$ cat src/rtl/adc_stream_framer.sv
// adc_stream_framer: reduces an ADC sample stream by decimation or
// power-of-two averaging, buffers the reduced samples in a small FIFO and
// sends them as framed, checksummed byte packets over a valid/ready byte port.
module adc_stream_framer #(
   parameter int SAMPLE_W      = 12,
   parameter int DECIM         = 2000,
   parameter int AVG_LOG2      = 2,
   parameter int FRAME_SAMPLES = 16,
   parameter int FIFO_ABITS    = 4
) (
   input  logic                  clk,
   input  logic                  rst,
   input  logic [SAMPLE_W-1:0]   sample_i,
   input  logic                  sample_valid_i,
   input  logic                  mode_i,
   input  logic                  clear_ovf_i,
   output logic [7:0]            byte_o,
   output logic                  byte_valid_o,
   input  logic                  byte_ready_i,
   output logic                  overflow_o,
   output logic [FIFO_ABITS:0]   fifo_level_o
);

   localparam int GRP_MAX = (DECIM > (1 << AVG_LOG2)) ? DECIM : (1 << AVG_LOG2);
   localparam int CNT_W   = $clog2(GRP_MAX) + 1;
   localparam int ACC_W   = SAMPLE_W + AVG_LOG2;
   localparam int DEPTH   = 1 << FIFO_ABITS;
   localparam logic [CNT_W-1:0]    DEC_LAST   = CNT_W'(DECIM - 1);
   localparam logic [CNT_W-1:0]    AVG_LAST   = CNT_W'((1 << AVG_LOG2) - 1);
   localparam logic [CNT_W-1:0]    CNT_ONE    = CNT_W'(1);
   localparam logic [FIFO_ABITS:0] PTR_ONE    = (FIFO_ABITS + 1)'(1);
   localparam logic [FIFO_ABITS:0] FULL_LVL   = (FIFO_ABITS + 1)'(DEPTH);
   localparam logic [7:0]          FRAME_LAST = 8'(FRAME_SAMPLES - 1);

   typedef enum logic [2:0] {IDLE, SYNC0, SYNC1, SEQ, MSB, LSB, CSUM} state_t;

   // Group average: drop the low AVG_LOG2 bits (truncation, no rounding).
   function automatic logic [SAMPLE_W-1:0] avg_trunc(input logic [ACC_W-1:0] a);
      logic [ACC_W-1:0] s;
      s = a >> AVG_LOG2;
      return s[SAMPLE_W-1:0];
   endfunction

   // Samples travel on the wire zero-extended to 16 bits.
   function automatic logic [15:0] zext16(input logic [SAMPLE_W-1:0] d);
      logic [15:0] z;
      z = '0;
      z[SAMPLE_W-1:0] = d;
      return z;
   endfunction

   // ---- stage p0: group counting and reduction ----
   logic [CNT_W-1:0]    grp_cnt;
   logic                mode_q;
   logic [ACC_W-1:0]    acc_p0;
   logic                grp_first, grp_last, mode_eff;
   logic [ACC_W-1:0]    acc_sum;
   logic                vld_p0;
   logic [SAMPLE_W-1:0] data_p0;

   // A new group takes mode_i directly; later samples use the latched mode.
   always_comb begin
      grp_first = (grp_cnt == '0);
      mode_eff  = grp_first ? mode_i : mode_q;
      grp_last  = mode_eff ? (grp_cnt == AVG_LAST) : (grp_cnt == DEC_LAST);
      acc_sum   = (grp_first ? '0 : acc_p0) + ACC_W'(sample_i);
      vld_p0    = sample_valid_i && (mode_eff ? grp_last : grp_first);
      data_p0   = mode_eff ? avg_trunc(acc_sum) : sample_i;
   end

   // Advance the group position, latch the mode and accumulate on each strobe.
   always_ff @(posedge clk or posedge rst) begin
      if (rst) begin
         grp_cnt <= '0;
         mode_q  <= 1'b0;
         acc_p0  <= '0;
      end else if (sample_valid_i) begin
         if (grp_first) mode_q <= mode_i;
         grp_cnt <= grp_last ? '0 : grp_cnt + CNT_ONE;
         acc_p0  <= acc_sum;
      end
   end

   // ---- stage p1: sample FIFO (first-word fall-through) ----
   logic [SAMPLE_W-1:0]   mem [DEPTH];
   logic [FIFO_ABITS:0]   wr_ptr, rd_ptr;
   logic [FIFO_ABITS-1:0] rd_idx, rd_nxt_idx;
   logic                  fifo_empty, fifo_full, pop, push_ok, drop;
   logic [15:0]           head16, nxt16;
   state_t                state;

   assign fifo_level_o = wr_ptr - rd_ptr;
   assign fifo_empty   = (fifo_level_o == '0);
   assign fifo_full    = (fifo_level_o == FULL_LVL);
   assign rd_idx       = rd_ptr[FIFO_ABITS-1:0];
   assign rd_nxt_idx   = rd_idx + FIFO_ABITS'(1);
   assign head16       = zext16(mem[rd_idx]);
   assign nxt16        = zext16(mem[rd_nxt_idx]);
   assign pop          = (state == LSB) && byte_valid_o && byte_ready_i;
   // A pop in the same cycle frees the slot, so a push into a full FIFO still lands.
   assign push_ok      = vld_p0 && (!fifo_full || pop);
   assign drop         = vld_p0 && fifo_full && !pop;

   // Sample storage; contents need no reset because the pointers qualify them.
   always_ff @(posedge clk) begin
      if (push_ok) mem[wr_ptr[FIFO_ABITS-1:0]] <= data_p0;
   end

   // FIFO pointers and the sticky overflow flag (a drop beats a clear).
   always_ff @(posedge clk or posedge rst) begin
      if (rst) begin
         wr_ptr     <= '0;
         rd_ptr     <= '0;
         overflow_o <= 1'b0;
      end else begin
         if (push_ok) wr_ptr <= wr_ptr + PTR_ONE;
         if (pop)     rd_ptr <= rd_ptr + PTR_ONE;
         if (drop)             overflow_o <= 1'b1;
         else if (clear_ovf_i) overflow_o <= 1'b0;
      end
   end

   // ---- stage p2: framer ----
   logic [7:0] seq, sent_cnt, csum;
   logic       xfer;

   assign xfer = byte_valid_o && byte_ready_i;

   // Framer FSM: the registered byte is always the one the current state sends.
   always_ff @(posedge clk or posedge rst) begin
      if (rst) begin
         state        <= IDLE;
         byte_o       <= 8'h00;
         byte_valid_o <= 1'b0;
         seq          <= 8'h00;
         sent_cnt     <= 8'h00;
         csum         <= 8'h00;
      end else begin
         case (state)
            IDLE: if (!fifo_empty) begin
               state        <= SYNC0;
               byte_o       <= 8'hA5;
               byte_valid_o <= 1'b1;
            end
            SYNC0: if (xfer) begin
               state  <= SYNC1;
               byte_o <= 8'h5A;
            end
            SYNC1: if (xfer) begin
               state  <= SEQ;
               byte_o <= seq;
               csum   <= seq;
            end
            SEQ: if (xfer) begin
               state        <= MSB;
               sent_cnt     <= 8'h00;
               byte_o       <= head16[15:8];
               byte_valid_o <= !fifo_empty;
            end
            MSB: begin
               if (!byte_valid_o) begin
                  if (!fifo_empty) begin
                     byte_o       <= head16[15:8];
                     byte_valid_o <= 1'b1;
                  end
               end else if (xfer) begin
                  state  <= LSB;
                  byte_o <= head16[7:0];
                  csum   <= csum ^ byte_o;
               end
            end
            LSB: if (xfer) begin
               csum <= csum ^ byte_o;
               if (sent_cnt == FRAME_LAST) begin
                  state  <= CSUM;
                  byte_o <= csum ^ byte_o;
               end else begin
                  // Look past the entry being popped so the next MSB goes out without a bubble.
                  state        <= MSB;
                  sent_cnt     <= sent_cnt + 8'd1;
                  byte_o       <= nxt16[15:8];
                  byte_valid_o <= (fifo_level_o > PTR_ONE);
               end
            end
            CSUM: if (xfer) begin
               state        <= IDLE;
               seq          <= seq + 8'd1;
               byte_valid_o <= 1'b0;
            end
            default: begin
               state        <= IDLE;
               byte_valid_o <= 1'b0;
            end
         endcase
      end
   end

endmodule

$ cat config.mk
export PLATFORM = sky130hd
export DESIGN_NAME = adc_stream_framer
export DESIGN_NICKNAME = d
export VERILOG_FILES = /design/src/rtl/adc_stream_framer.sv
export SDC_FILE = /design/constraint.sdc
export NUM_CORES = 1
export LEC_CHECK = 0
export CAP_MARGIN = 20
export CORE_MARGIN = 5
export CORE_UTILIZATION = 65
export DETAILED_ROUTE_END_ITERATION = 8
export GPL_ROUTABILITY_DRIVEN = 0
export PLACE_DENSITY = 0.95
export SYNTH_ARGS = -nofsm -noshare
export SYNTH_HDL_FRONTEND = slang
export SYNTH_SLANG_ARGS = --single-unit
export TNS_END_PERCENT = 5
$ cat constraint.sdc
create_clock -name clk -period 7.2 [get_ports clk]
set_input_delay 0.72 -clock clk [delete_from_list [all_inputs] [get_ports clk]]
set_output_delay 0.72 -clock clk [all_outputs]
set_load 0.01 [all_outputs]
# After elaboration in Yosys (flattened, before gate mapping)

Memories as Yosys holds them, arrays and structs flattened.
Cells that the tools add are included.
Widths: inputs -> output; s select.

Memories kept: 1
Logic and storage cells: 115
Memory bits (writable): 192
Bits of input ports: 18
Output and inout bits: 15
Register bits after elaboration: 74

Memory list:

| name | depth | width | rd ports | clocked after Yosys merged registers in | wr ports | line | text |
|---|---|---|---|---|---|---|---|
| mem  | 16    | 12    | 2        | 0                                       | 1        | 85   | `logic [SAMPLE_W-1:0] mem [DEPTH];` |

Muxes and demuxes: 45
Add/subtract/negate cells: 8
Bitwise operators: 2
Equal/unequal tests: 21
Order comparisons: 1
Reductions and logical operators: 25

Operators by type and width:

| cell                  | number |
|---|---|
| $mux 8                | 14 |
| $pmux 8 s6            | 1 |
| $mux 12               | 2 |
| $mux 3                | 8 |
| $pmux 8 s3            | 1 |
| $pmux 3 s7            | 1 |
| $ne 2x2->1 const B    | 9 |
| $add 8x1->8 const B   | 2 |
| $pmux 8 s2            | 1 |
| $reduce_and 8->1      | 2 |
| $add 14x12->14        | 1 |
| $mux 1                | 14 |
| $mux 14               | 1 |
| $add 12x1->12 const B | 1 |
| $eq 12x11->1 const B  | 1 |
| $eq 12x2->1 const B   | 1 |
| $logic_not 12->1      | 1 |
| $add 5x1->5 const B   | 2 |
| $eq 3x3->1 const B    | 3 |
| $eq 8x4->1 const B    | 1 |
| $xor 8x8->8           | 1 |
| $logic_and 1x1->1     | 7 |
| $eq 3x2->1 const B    | 2 |
| $ne 3x3->1 const B    | 2 |
| 20 further kinds      | 23 |

# Logic depth before layout (Yosys ltp)

Depth after elaboration: 8
Gate-level depth with buffers: 16
Mapped depth without buffers: 15

# Worst setup path before layout

OpenSTA, ideal clock, no wires.

Kind: flip-flop to flip-flop
From: register grp_cnt[0]
To: memory mem[0][10] (data pin)
Path slack: 3.336 ns
Buffers on the path: 2
Data arrival time: 3.534 ns
Library setup time: 0.330 ns
Data required time: 6.870 ns
Clock period less this slack: 3.864 ns
Cell stages (with the launch flop): 16
Path through: dfrtp_1 inv_1 ha_1 nor2b_2 nand4_2 buf_6 clkbuf_1 nand2_1 fa_1 nor2b_1 o2111ai_1 nand4b_1 a31oi_1 o31ai_1 xor2_1 o21ai_0

Word-level cells in the longest chain between the ends: 4
Elaborated cells on any way between the ends: 5
Classes of those cells: 1 x add/sub; 3 x mux; 1 x reduce/logical

Ends and longest elaborated chain:

| element                  | line | text |
|---|---|---|
| start: declaration       | 53   | `logic [CNT_W-1:0] grp_cnt;` |
| start signal: assignment | 79   | `grp_cnt <= grp_last ? '0 : grp_cnt + CNT_ONE;` |
| $logic_not 12->1 (*)     | 63   | `grp_first = (grp_cnt == '0);` |
| $mux 14                  | 66   | `acc_sum = (grp_first ? '0 : acc_p0) + ACC_W'(sample_i);` |
| $add 14x12->14           | 66   |  |
| $mux 12 (*)              | 68   | `data_p0 = mode_eff ? avg_trunc(acc_sum) : sample_i;` |
| via data_p0[10]          | 59   | `logic [SAMPLE_W-1:0] data_p0;` |
| end: declaration         | 85   |  |

Mark *: on every way through the listed nets, which the timed path passes. The rest lies on a longest branch.

# Final worst setup path

From: register grp_cnt[0]
To: memory mem[14][10] (data pin)

Same word-level chain as after synthesis.

==> impl_table.tex <==
\begin{tabular}{lr}
\hline
Metric & Value \\
\hline
\multicolumn{2}{l}{\textbf{Pwr}} \\
\quad Net switching share of the total power & 0.351 \\
\quad Fraction of power consumed by the clock network & 0.225 \\
\quad Combinational share of power & 0.399 \\
\quad Sequential share of power & 0.375 \\
\quad Net switching power figure & 0.00221 W \\
\quad Power density over the cells & 438 nW/um\^{}2 \\
\quad Total power draw & 0.00629 W \\
\quad VDD IR max & 399 uV \\
\quad Cell leakage power & 5.11 nW \\
\quad Cell-internal power & 0.00408 W \\
\multicolumn{2}{l}{\textbf{Setup path}} \\
\quad Buffers plus inverters on the worst setup path & 3 \\
\quad CP startpoint kind & flip-flop \\
\quad Worst-path cell with the longest stage delay & sky130\_fd\_sc\_hd\_\_o31ai\_1 \\
\quad Worst endpoint data arrival time & 4650 ps \\
\quad Req. time, crit path & 7550 ps \\
\quad Critical path class & flip-flop to flip-flop \\
\quad Top cell family by delay on the critical path & compound AO/OA/AOI/OAI gates \\
\quad Critical path cell sequence & inv\_1, ha\_1, nor2b\_2, nand4\_2, and2\_1, ha\_1, inv\_1, fa\_1, nor2b\_1, o2111ai\_1, nand4b\_1, a31oi\_1, o31ai\_1, xor2\_1, o21ai\_0, buf\_2 \\
\quad Longest individual stage delay on the worst path & 550 ps \\
\quad Category of the worst setup path capture point & flip-flop \\
\quad Crit-path max FO & 20 \\
\multicolumn{2}{l}{\textbf{Clock network}} \\
\quad Clk sinks & 266 \\
\quad Clock latency on the worst-skew pair & 530 ps \\
\quad Post-CTS sizing & 0 \\
\quad CTS tree & yes \\
\quad H-Tree Level Count & 1 \\
\quad Buffer type at the clock tree root & sky130\_fd\_sc\_hd\_\_clkbuf\_16 \\
\quad Setup repair bufs after CTS & 0 \\
\quad Total clock buffers created by CTS & 27 \\
\quad Register clock-pin slew on the reported worst setup and hold paths & 60 ps \\
\quad Max Root-Sink Buffers & 3 \\
\quad Number of buffers added to fix hold violations after cts & 0 \\
\multicolumn{2}{l}{\textbf{Logic synthesis}} \\
\quad EDFF count, synth & 192 \\
\quad Mapped Area & 12800 sq um \\
\quad Primary flip-flop cell chosen by synthesis mapping & sky130\_fd\_sc\_hd\_\_edfxtp\_1 \\
\quad Share of async-settable or async-resettable flops after synthesis & 0.278 \\
\quad Mean post-synth cell area & 14.5 sq um \\
\quad Area share of the largest cell type after synthesis & 0.450 \\
\quad Synth unique cells & 68 \\
\quad Synth top area cells & sky130\_fd\_sc\_hd\_\_edfxtp\_1, sky130\_fd\_sc\_hd\_\_dfrtp\_1, sky130\_fd\_sc\_hd\_\_mux4\_2, sky130\_fd\_sc\_hd\_\_ha\_1, sky130\_fd\_sc\_hd\_\_xnor2\_1 \\
\quad Count leader, synth & sky130\_fd\_sc\_hd\_\_edfxtp\_1 \\
\quad Mapped Cells & 884 \\
\quad Commonest cells post-synth & sky130\_fd\_sc\_hd\_\_edfxtp\_1, sky130\_fd\_sc\_hd\_\_dfrtp\_1, sky130\_fd\_sc\_hd\_\_mux4\_2, sky130\_fd\_sc\_hd\_\_nor2\_1, sky130\_fd\_sc\_hd\_\_nand2\_1 \\
\quad Yosys reg bits & 266 \\
\quad Part of the Yosys area used for sequential elements & 0.594 \\
\quad Post-Syn Nets & 929 \\
\quad Cell type contributing the most total cell area after synthesis & sky130\_fd\_sc\_hd\_\_edfxtp\_1 \\
\quad Total number of yosys warnings & 0 \\
\multicolumn{2}{l}{\textbf{Timing}} \\
\quad Final-report max-slew violation count & 0 \\
\quad Clock Skews & 10.6 ps \\
\quad Tightest Pin Transition & 1060 ps \\
\quad Final Hold Violating Endpoints & 0 \\
\quad Top achievable clock speed & 232 MHz \\
\quad Total Neg Setup Slack & 0 ps \\
\quad Tightest slew margin relative to the limit & 0.286 \\
\quad Tcrit/Tclk final & 0.598 \\
\quad Final setup violation count & 0 \\
\quad Setup repair after global routing missed its margin & false \\
\quad Tmin final & 4300 ps \\
\multicolumn{2}{l}{\textbf{Global routing}} \\
\quad Global-route total usage across every layer & 0.267 \\
\quad Wire length of the first global-routing pass & 46000 um \\
\quad Met2 track demand over resource in global routing & 0.451 \\
\quad Antenna violations before repair & 0 \\
\quad GRT met3 Usage & 0.0322 \\
\quad Most Used Layer, Global Route & met2 \\
\quad Fraction of met1 tracks used by global routing & 0.372 \\
\quad Number of global-route vias before repair & 8035 \\
\quad GR Overflow Total & 0 \\
\quad Pin count of the biggest net entering global routing & 75 \\
\multicolumn{2}{l}{\textbf{Finish}} \\
\quad NumNets Final & 971 \\
\quad Fraction of layout instances using a drive strength above 1 & 0.195 \\
\quad Ant. Diodes & 0 \\
\quad Layout overhead on the synthesized area & 12.1\% \\
\quad Non-filler cells, final & 1208 \\
\multicolumn{2}{l}{\textbf{Die}} \\
\quad Core box area & 19500 sq um \\
\quad Count of boundary I/O pins & 33 \\
\quad Die Outline Area & 22600 sq um \\
\quad Std-Cell Rows & 51 \\
\quad Width of the die & 150 um \\
\quad Effective utilization at floorplan & 0.659 \\
\quad DIE HEIGHT & 150 um \\
\multicolumn{2}{l}{\textbf{Route}} \\
\quad DR vias/cell & 6.65 \\
\quad DRC & 0 \\
\quad Routed len/inst & 23.8 um \\
\quad Total wirelength of the detailed-routed design & 28700 um \\
\quad Detail Route Antenna Nets & 0 \\
\quad Initial drt markers & 731 \\
\quad Detailed-router iteration count before antenna repair & 6 \\
\quad Total via count in the routed design & 8029 \\
\multicolumn{2}{l}{\textbf{Placement}} \\
\quad Port bufs & 32 \\
\quad Placed Cells & 1152 \\
\quad Detail Placement HPWL & 18400 um \\
\multicolumn{2}{l}{\textbf{Flow run}} \\
\quad Max-cap check violation count & 0 \\
\multicolumn{2}{l}{\textbf{Min path}} \\
\quad Path class of the lowest-slack min-delay path & flip-flop to flip-flop \\
\multicolumn{2}{l}{\textbf{Run status}} \\
\quad Status & complete, no violations \\
\hline
\end{tabular}
==> flip-flops by register name (all words and copies together) (netlist names) <==
| register | cells |
|---|---|
| byte_o | 8 |
| grp_cnt | 12 |
| overflow_o | 1 |
| state | 3 |
| wr_ptr | 5 |
| rd_ptr | 5 |
| csum | 8 |
| mem | 192 |
| sent_cnt | 8 |
| mode_q | 1 |
| seq | 8 |
| acc_p0 | 14 |
| byte_valid_o | 1 |
==> power by group through the flow <==
stage                     Sequential [W]  Clock [W]  Combinational, W
after floorplan                  0.00229          0           0.00185
after global placement           0.00238          0           0.00231
after detailed placement         0.00239          0           0.00244
after CTS                        0.00236    0.00144           0.00248
after global routing             0.00239    0.00151           0.00274
final                            0.00236    0.00142           0.00251
==> per-layer routing <==
layer  wire [um]  part of all wire  vias up
met5           0                 0        -
met4         833             0.029        0
met3        2270             0.079       67
met2       14600              0.51      460
met1       11000              0.38     4016
li1            -                 -     3486
==> cell families after synthesis <==
group                    after synthesis  synth area share
XOR/XNOR                              48            0.0328
buffers and inverters                 72            0.0271
multiplexers                         107             0.155
adder cells (fa/ha/maj)               27            0.0275
AND/OR/NAND/NOR                      217            0.0887
AO/OA/AOI/OAI                        147            0.0749
flip-flops                           266             0.594
==> final timing paths <==
path	from	slack, ps	depth (start not counted)	to
min	wr_ptr[4]	500	1	wr_ptr[4]
max in group asynchronous	rst	5670	3	rd_ptr[0]
min reg2reg	wr_ptr[4]	500	1	wr_ptr[4]
min in group asynchronous	rst	810	3	sent_cnt[4]
max	grp_cnt[0]	2900	16	mem[14][10]
max reg2reg	grp_cnt[0]	2900	16	mem[14][10]
==> layout make-up <==
cell class                      count  area [sq um]
Clock buffer                       30           717
Timing Repair Buffer               57           534
Fill cell                        1114          5080
Multi-Input combinational cell    546          4880
Clock inverter                     16           188
Inverter                           28           106
Sequential cell                   266          7620
Tap cell                          265           332
==> cell usage in the layout (no fill, tap or decap), types with 14 or more instances in the layout <==
cell type | synthesis | routed
sky130_fd_sc_hd__mux2_2 | 21 | 21
sky130_fd_sc_hd__xnor2_1 | 30 | 30
sky130_fd_sc_hd__mux4_2 | 71 | 71
sky130_fd_sc_hd__dfrtp_1 | 74 | 72
sky130_fd_sc_hd__nor2_1 | 63 | 63
sky130_fd_sc_hd__edfxtp_1 | 192 | 192
sky130_fd_sc_hd__clkdlybuf4s50_1 | 0 | 32
sky130_fd_sc_hd__xor2_1 | 18 | 18
sky130_fd_sc_hd__clkbuf_16 | 0 | 27
sky130_fd_sc_hd__a21oi_1 | 43 | 43
sky130_fd_sc_hd__buf_4 | 3 | 18
sky130_fd_sc_hd__mux2i_1 | 14 | 14
sky130_fd_sc_hd__nor3_1 | 18 | 14
sky130_fd_sc_hd__inv_1 | 27 | 26
sky130_fd_sc_hd__and2_1 | 14 | 14
sky130_fd_sc_hd__ha_1 | 25 | 25
sky130_fd_sc_hd__nand2_1 | 55 | 55
sky130_fd_sc_hd__o21ai_0 | 42 | 42
==> per-stage QoR <==
stage               area, sq um  hold WS (ps)  utilization  worst slack, ps
floorplan                 12800           462            -             3340
global placement          13400           481        0.687             2730
detailed placement        13400           489        0.687             2890
CTS                       14300           500        0.734             2880
global route              14400           508        0.739             2500
finish                    14400           496        0.739             2900
(Power assumes the default switching activity.)
